--- config.mk ---
export PLATFORM = sky130hd
export DESIGN_NAME = seq_stim_gen
export DESIGN_NICKNAME = d
export VERILOG_FILES = /design/src/rtl/seq_stim_pkg.sv /design/src/rtl/seq_stim_gen_satcnt.sv /design/src/rtl/seq_stim_gen.sv
export SDC_FILE = /design/constraint.sdc
export NUM_CORES = 1
export LEC_CHECK = 0
export ABC_AREA = 1
export CELL_PAD_IN_SITES_DETAIL_PLACEMENT = 0
export CELL_PAD_IN_SITES_GLOBAL_PLACEMENT = 1
export CORE_UTILIZATION = 43
export CTS_BUF_LIST = sky130_fd_sc_hd__clkbuf_8
export DETAILED_ROUTE_END_ITERATION = 10
export PLACE_DENSITY = 0.86
export SETUP_SLACK_MARGIN = 0.1
export SLEW_MARGIN = 20
export SYNTH_ARGS = -nofsm -noshare
export SYNTH_HDL_FRONTEND = slang
export SYNTH_SLANG_ARGS = --single-unit
--- constraint.sdc ---
create_clock -name clk -period 4.7 [get_ports clk]
set_input_delay 0.705 -clock clk [delete_from_list [all_inputs] [get_ports clk]]
set_output_delay 0.705 -clock clk [all_outputs]
set_load 0.02 [all_outputs]
--- src/rtl/seq_stim_pkg.sv ---
// rtl/seq_stim_pkg.sv - phase encoding, run-state helper and default trace lengths
package seq_stim_pkg;

   typedef enum logic [2:0] {
      IDLE     = 3'd0,
      RUN0     = 3'd1,
      CLR_BOTH = 3'd2,
      RUN1     = 3'd3,
      CLR_R2   = 3'd4,
      RUN2     = 3'd5,
      DONE     = 3'd6
   } phase_t;

   localparam int DEF_WIDTH       = 32;
   localparam int DEF_RUN0_CYCLES = 15;
   localparam int DEF_RUN1_CYCLES = 5;
   localparam int DEF_RUN2_CYCLES = 5;
   localparam int DEF_VCNT_WIDTH  = 16;

   function automatic logic is_run(input phase_t p);
      return (p == RUN0) || (p == RUN1) || (p == RUN2);
   endfunction

endpackage

--- src/rtl/seq_stim_gen_satcnt.sv ---
// rtl/seq_stim_gen_satcnt.sv - saturating up-counter with synchronous clear
module seq_stim_satcnt #(
   parameter int W = 16
) (
   input  logic         clk,
   input  logic         rst,
   input  logic         inc,
   input  logic         clr,
   output logic [W-1:0] cnt_o
);

   logic [W-1:0] cnt_q;
   logic [W-1:0] cnt_d;

   always_comb begin
      cnt_d = cnt_q;
      if (clr) begin
         cnt_d = '0;
      end else if (inc && (cnt_q != {W{1'b1}})) begin
         cnt_d = cnt_q + {{(W-1){1'b0}}, 1'b1};
      end
   end

   always_ff @(posedge clk or posedge rst) begin
      if (rst) begin
         cnt_q <= '0;
      end else begin
         cnt_q <= cnt_d;
      end
   end

   assign cnt_o = cnt_q;

endmodule

--- src/rtl/seq_stim_gen.sv ---
// rtl/seq_stim_gen.sv - scripted r1/r2 counter trace with golden violation count
module seq_stim_gen
   import seq_stim_pkg::*;
#(
   parameter int WIDTH       = DEF_WIDTH,
   parameter int RUN0_CYCLES = DEF_RUN0_CYCLES,
   parameter int RUN1_CYCLES = DEF_RUN1_CYCLES,
   parameter int RUN2_CYCLES = DEF_RUN2_CYCLES,
   parameter int VCNT_WIDTH  = DEF_VCNT_WIDTH
) (
   input  logic                  clk,
   input  logic                  rst,
   input  logic                  start,
   input  logic                  step_en,
   output logic [WIDTH-1:0]      r1_o,
   output logic [WIDTH-1:0]      r2_o,
   output logic [2:0]            phase_o,
   output logic                  busy_o,
   output logic                  done_o,
   output logic                  viol_o,
   output logic [VCNT_WIDTH-1:0] viol_cnt_o
);

   phase_t           state_q, state_d;
   logic [WIDTH-1:0] r1_q, r1_d;
   logic [WIDTH-1:0] r2_q, r2_d;
   logic [31:0]      step_q, step_d;
   logic [31:0]      step_inc;
   logic [31:0]      run_len;
   logic             viol;
   logic             vclr;

   assign viol     = is_run(state_q) && step_en && !(r1_q < r2_q);
   assign step_inc = step_q + 32'd1;

   always_comb begin
      state_d = state_q;
      r1_d    = r1_q;
      r2_d    = r2_q;
      step_d  = step_q;
      vclr    = 1'b0;
      run_len = 32'(RUN2_CYCLES);

      case (state_q)
         RUN0:    run_len = 32'(RUN0_CYCLES);
         RUN1:    run_len = 32'(RUN1_CYCLES);
         default: run_len = 32'(RUN2_CYCLES);
      endcase

      case (state_q)
         IDLE, DONE: begin
            if (start) begin
               state_d = RUN0;
               r1_d    = '0;
               r2_d    = '0;
               step_d  = '0;
               vclr    = 1'b1;
            end
         end
         CLR_BOTH: state_d = RUN1;
         CLR_R2:   state_d = RUN2;
         RUN0, RUN1, RUN2: begin
            if (step_en) begin
               r1_d   = r1_q + WIDTH'(1);
               r2_d   = r2_q + WIDTH'(2);
               step_d = step_inc;
               // The final step's increment lands; the clear of the next phase overrides it.
               if (step_inc == run_len) begin
                  step_d = '0;
                  case (state_q)
                     RUN0: begin
                        state_d = CLR_BOTH;
                        r1_d    = '0;
                        r2_d    = '0;
                     end
                     RUN1: begin
                        state_d = CLR_R2;
                        r2_d    = '0;
                     end
                     default: state_d = DONE;
                  endcase
               end
            end
         end
         default: state_d = IDLE;
      endcase
   end

   always_ff @(posedge clk or posedge rst) begin
      if (rst) begin
         state_q <= IDLE;
         r1_q    <= '0;
         r2_q    <= '0;
         step_q  <= '0;
      end else begin
         state_q <= state_d;
         r1_q    <= r1_d;
         r2_q    <= r2_d;
         step_q  <= step_d;
      end
   end

   seq_stim_satcnt #(
      .W(VCNT_WIDTH)
   ) u_viol_cnt (
      .clk   (clk),
      .rst   (rst),
      .inc   (viol),
      .clr   (vclr),
      .cnt_o (viol_cnt_o)
   );

   assign r1_o    = r1_q;
   assign r2_o    = r2_q;
   assign phase_o = state_q;
   assign busy_o  = (state_q != IDLE) && (state_q != DONE);
   assign done_o  = (state_q == DONE);
   assign viol_o  = viol;

endmodule
After elaboration in Yosys (flattened, before gate mapping)
Index checks and enable logic that the tools add are counted.
{"block": "totals", "reg_bits": 115, "in_bits": 4, "output_inout_bits": 86, "wordCells": 60}
{"block": "classes", "addsub": 4, "magnitude_cmp": 1, "eq_ne": 12, "mux": 22, "reduce_logical": 16}
{"cell": "$mux W32", "count": 9}
{"cell": "$pmux W32 S2", "count": 3}
{"cell": "$add A32 B1 Y32 const B", "count": 2}
{"cell": "$add A32 B2 Y32 const B", "count": 1}
{"cell": "$eq A32 B32 Y1", "count": 1}
{"cell": "$lt A32 B32 Y1", "count": 1}
{"cell": "$mux W16", "count": 2}
{"cell": "$add A16 B1 Y16 const B", "count": 1}
{"cell": "$ne A16 B16 Y1 const B", "count": 1}
{"cell": "$pmux W3 S4", "count": 1}
{"cell": "$eq A3 B3 Y1 const B", "count": 3}
{"cell": "$mux W3", "count": 3}
{"cell": "$eq A3 B2 Y1 const B", "count": 2}
{"cell": "$ne A2 B2 Y1 const B", "count": 3}
{"cell": "$pmux W3 S2", "count": 1}
{"cell": "$reduce_and A3 Y1", "count": 2}
{"cell": "$logic_and A1 B1 Y1", "count": 4}
{"cell": "$mux W4", "count": 1}
{"cell": "$reduce_bool A2 Y1", "count": 2}
{"cell": "$reduce_or A2 Y1", "count": 2}
{"cell": "$eq A3 B1 Y1 const B", "count": 1}
{"cell": "$logic_not A3 Y1", "count": 1}
{"cell": "$ne A3 B3 Y1 const B", "count": 1}
{"cell": "$reduce_bool A3 Y1", "count": 1}
{"cell": "other kinds (4)", "count": 6}

Depth between registers and ports, before layout
{"block": "logic_depth", "ltp_word": 8, "ltp_mapped": 17, "ltp_nobuf": 16}

Hierarchy
From an unflattened synthesis, not the netlist that was laid out.
{"block": "unflattened", "cells_unflattened": 1241, "area_unflattened_um2": 8325.5}
{"mod": "seq_stim_gen", "n_inst": 1, "cells_each": 1082, "area_each_um2": 7241.9, "seq_area_each_um2": 2452.4}
{"mod": "seq_stim_satcnt", "n_inst": 1, "cells_each": 159, "area_each_um2": 1083.5, "seq_area_each_um2": 400.4}

Worst setup path after synthesis
Ideal clock, no wire load.
{"block": "synth_timing", "kind": "register -> output", "startpoint": "register r2_q[13], in the netlist r2_o[13]", "endpoint": "output port viol_o", "arrival_ns": 1.919, "required_time_ns": 3.995, "path_slack_ns": 2.076, "path_stages_with_launch": 9, "n_path_buf": 0, "path_cell_list": "dfrtp_1 > inv_1 > ha_1 > nand4_1 > nor3_1 > o21ai_0 > nand3_1 > nand3_1 > a21boi_1"}
{"block": "synth_between", "elab_chain_cells": 3}
{"element": "start, declared", "line": "seq_stim_gen.sv:26", "source": "logic [WIDTH-1:0] r2_q, r2_d;"}
{"element": "start signal, assigned", "line": "seq_stim_gen.sv:98", "source": "r2_q <= r2_d;"}
{"element": "$lt A32 B32 Y1", "line": "seq_stim_gen.sv:33", "source": "assign viol = is_run(state_q) && step_en && !(r1_q < r2_q);"}
{"element": "$logic_not A1 Y1", "line": "seq_stim_gen.sv:33"}
{"element": "$logic_and A1 B1 Y1", "line": "seq_stim_gen.sv:33"}
{"element": "end, declared", "line": "seq_stim_gen.sv:20", "source": "output logic viol_o,"}
Every way passes these cells.

Final worst setup path
Ends and elaborated chain as after synthesis.

==> run metrics <==
Slew Viols, Final 0; initial antenna violation count 0; Top FF cell, synth dfrtp_1; Tcrit/Tclk final 76.8%; DR vias 7839; Ports 90; Crit. End Element output port; DRC 0; Resized cells post-CTS 0; Placed Area 0.00926 mm2; row cnt 49; # diodes 0; sequential power share 32.7%; final hold violations 0; post-synth top area share 35.0%; Area contributors post-synth dfrtp_1 35%, nand2_1 18%, nor2_1 5.9%, ha_1 5.4%, nand3_1 5.2%; vias in the first global route 7413; Tightest Pin Transition 939 ps; Synth Warn # 0; critical-path maximum fanout 7; dpl ws 1410 ps; gr usage total 24.9%; Pint 0.00257 W; CP arrival 2900 ps; WL final 23100 um; f_max 277 MHz; Worst Setup SP r2_o[13]; Min-Delay Path Class register to register; leading area contributor after synthesis dfrtp_1; Setup Skew 13.4 ps; Final setup viols 0; Sink Count 114; die area 0.0195 mm2; register area share after synthesis 35.0%; Max VDD drop 242 uV; initial core utilization 44.6%; cells after synthesis 1164; DP Wirelength 16800 um; MaxCap Viol Count 0; P_leak 4.52 nW; final worst slack 1090 ps; DIE WIDTH 140 um; Comb power frac 46.8%; Final Cell Area 0.00966 mm2; routed length per placed instance 15.5 um; cts-stage hold buffer count 0; GPL Wtd Cong 0.859; Worst-path clk slew 70 ps; Post-synth EDFFs 0; htree depth 4; CTS tree built; Crit path required time 3990 ps; nets@finish 1292; Clock Path Buffers 2; element type at the critical path start register; Clock Power Share 20.6%; largest net degree at the start of global routing 69; Avg Inst Size Synth 7.01 um2; Crit Path Class register to output port; NetSw 0.00219 W; share of cells above drive strength 1 7.43%; CTS Root Cell clkbuf_8; fraction of registers with async set/reset 100%; Post-CTS Setup Repair Bufs 0; Worst Hold Launch step_q[31]; clk_lat worst skew 440 ps; Yosys reg bits 114; Critical R2R Launch phase_o[2]; area grow syn2layout 18.5%; Fillers 1809; Iteration-0 DRC Markers 434; Sw Ratio 46.0%; CTS buffer count 17; outcome complete, no violations; GRT overflow 0; Vias/cell 5.25; RSZ-0062 raised after global routing false; net count after synthesis 1203; first-pass GRT wire length 38600 um; remaining antenna violation count 0; Initial DRT Pass Iterations 8; die height 140 um; count of different cell masters after synthesis 43; Pwr Total 0.00475 W; synthesized area 0.00815 mm2; setup TNS 0 ps; fin util 52.9%; core box area 0.0183 mm2; Relative slew margins 37.4%; Min Clock Period, post-route 3610 ps; Pwr Density 492 mW/mm2; port bufs 88
[state kept, by name, indices dropped and copies added (netlist names)]
| register | flops |
|---|---|
| phase_o | 3 |
| r1_o | 32 |
| r2_o | 31 |
| step_q | 32 |
| u_viol_cnt.cnt_o | 16 |
[kinds of logic after synthesis]
group | share of synthesized area [%]
adders and majority gates | 5.37
xor gates and xnor gates | 4.40
DFF | 35.0
other | 0.0460
buffers and inverters | 7.12
AOI/OAI and AO/OA | 9.13
and+or+nand+nor | 38.9
[synthesized netlist by cell type, types with 7 or more instances]
master,n
nor2_1,128
clkbuf_1,10
ha_1,35
o21ai_1,12
nand3_1,84
nand4_1,37
nor3_1,23
a21oi_1,28
xor2_1,29
nand2_1,386
o22ai_1,12
a21oi_2,20
inv_1,110
o21ai_0,31
xnor2_1,12
dfrtp_1,114
nor2_4,9
nand2_2,7
nand3b_1,16
[path summary, 6_finish.rpt]
path                                   end  slack [ps]  depth (start not counted)
worst max register to register    r2_o[24]        1610                         12
worst max-delay path                viol_o        1090                         10
worst min register to register  step_q[31]         500                          2
min in group asynchronous          r2_o[3]         780                          2
max in group asynchronous         r1_o[25]        3140                          3
worst min-delay path            step_q[31]         500                          2
[critical path, cell delays in order (launching register included)]
cell             delay, ps
dfrtp_1                440
inv_1                  120
ha_1                   320
nand4_1                120
nor3_1                 190
o21ai_0                130
nand3_1                140
nand3_1                100
a21boi_1               150
buf_4                  160
clkdlybuf4s50_1        600
[layout make-up]
type | instances | area [um2] | share of cell area, %
clock inverters | 12 | 141 | 1.46
well taps | 229 | 287 | 2.97
multi-input cells | 909 | 4720 | 48.9
repair buffers | 95 | 958 | 9.92
clock buffers | 19 | 262 | 2.71
flip-flops and latches | 114 | 2850 | 29.5
inverters | 116 | 438 | 4.53
[power by group through the flow]
stage / combinational (W) / clock (W) / sequential [W]
5_1_grt: 0.00247 / 0.00104 / 0.00159
3_5_place_dp: 0.00224 / 0 / 0.00156
3_3_place_gp: 0.00222 / 0 / 0.00156
2_1_floorplan: 0.00138 / 0 / 0.00167
4_1_cts: 0.00224 / 0.000996 / 0.00155
6_report: 0.00222 / 0.000977 / 0.00155
[per-layer routing]
metal | track usage, % | vias up | share of wire (%)
met1 | 32.5 | 3657 | 46
met3 | 5.20 | 26 | 4.5
li1 | - | 3989 | -
met5 | 0 | - | 0
met4 | 7.29 | 0 | 1.7
met2 | 41.4 | 167 | 48
[metrics by stage]
stage                     hold WS [ps]  std cells
after global routing               565       1494
after detailed placement           479       1463
final                              496       1494
after floorplan                    462       1164
after global placement             481       1463
after CTS                          499       1494
[cells in the final DEF (no fill, tap or decap), types with 20 or more instances in the layout]
cell,netlist,routed
nor3_1,23,23
a21oi_1,28,28
xor2_1,29,29
clkdlybuf4s50_1,0,88
nand3_1,84,84
inv_1,110,111
nand4_1,37,37
nor2_1,128,128
ha_1,35,35
o21ai_0,31,31
nand2_1,386,386
a21oi_2,20,20
dfrtp_1,114,114
Note: power is estimated with default switching activity, not from simulation.
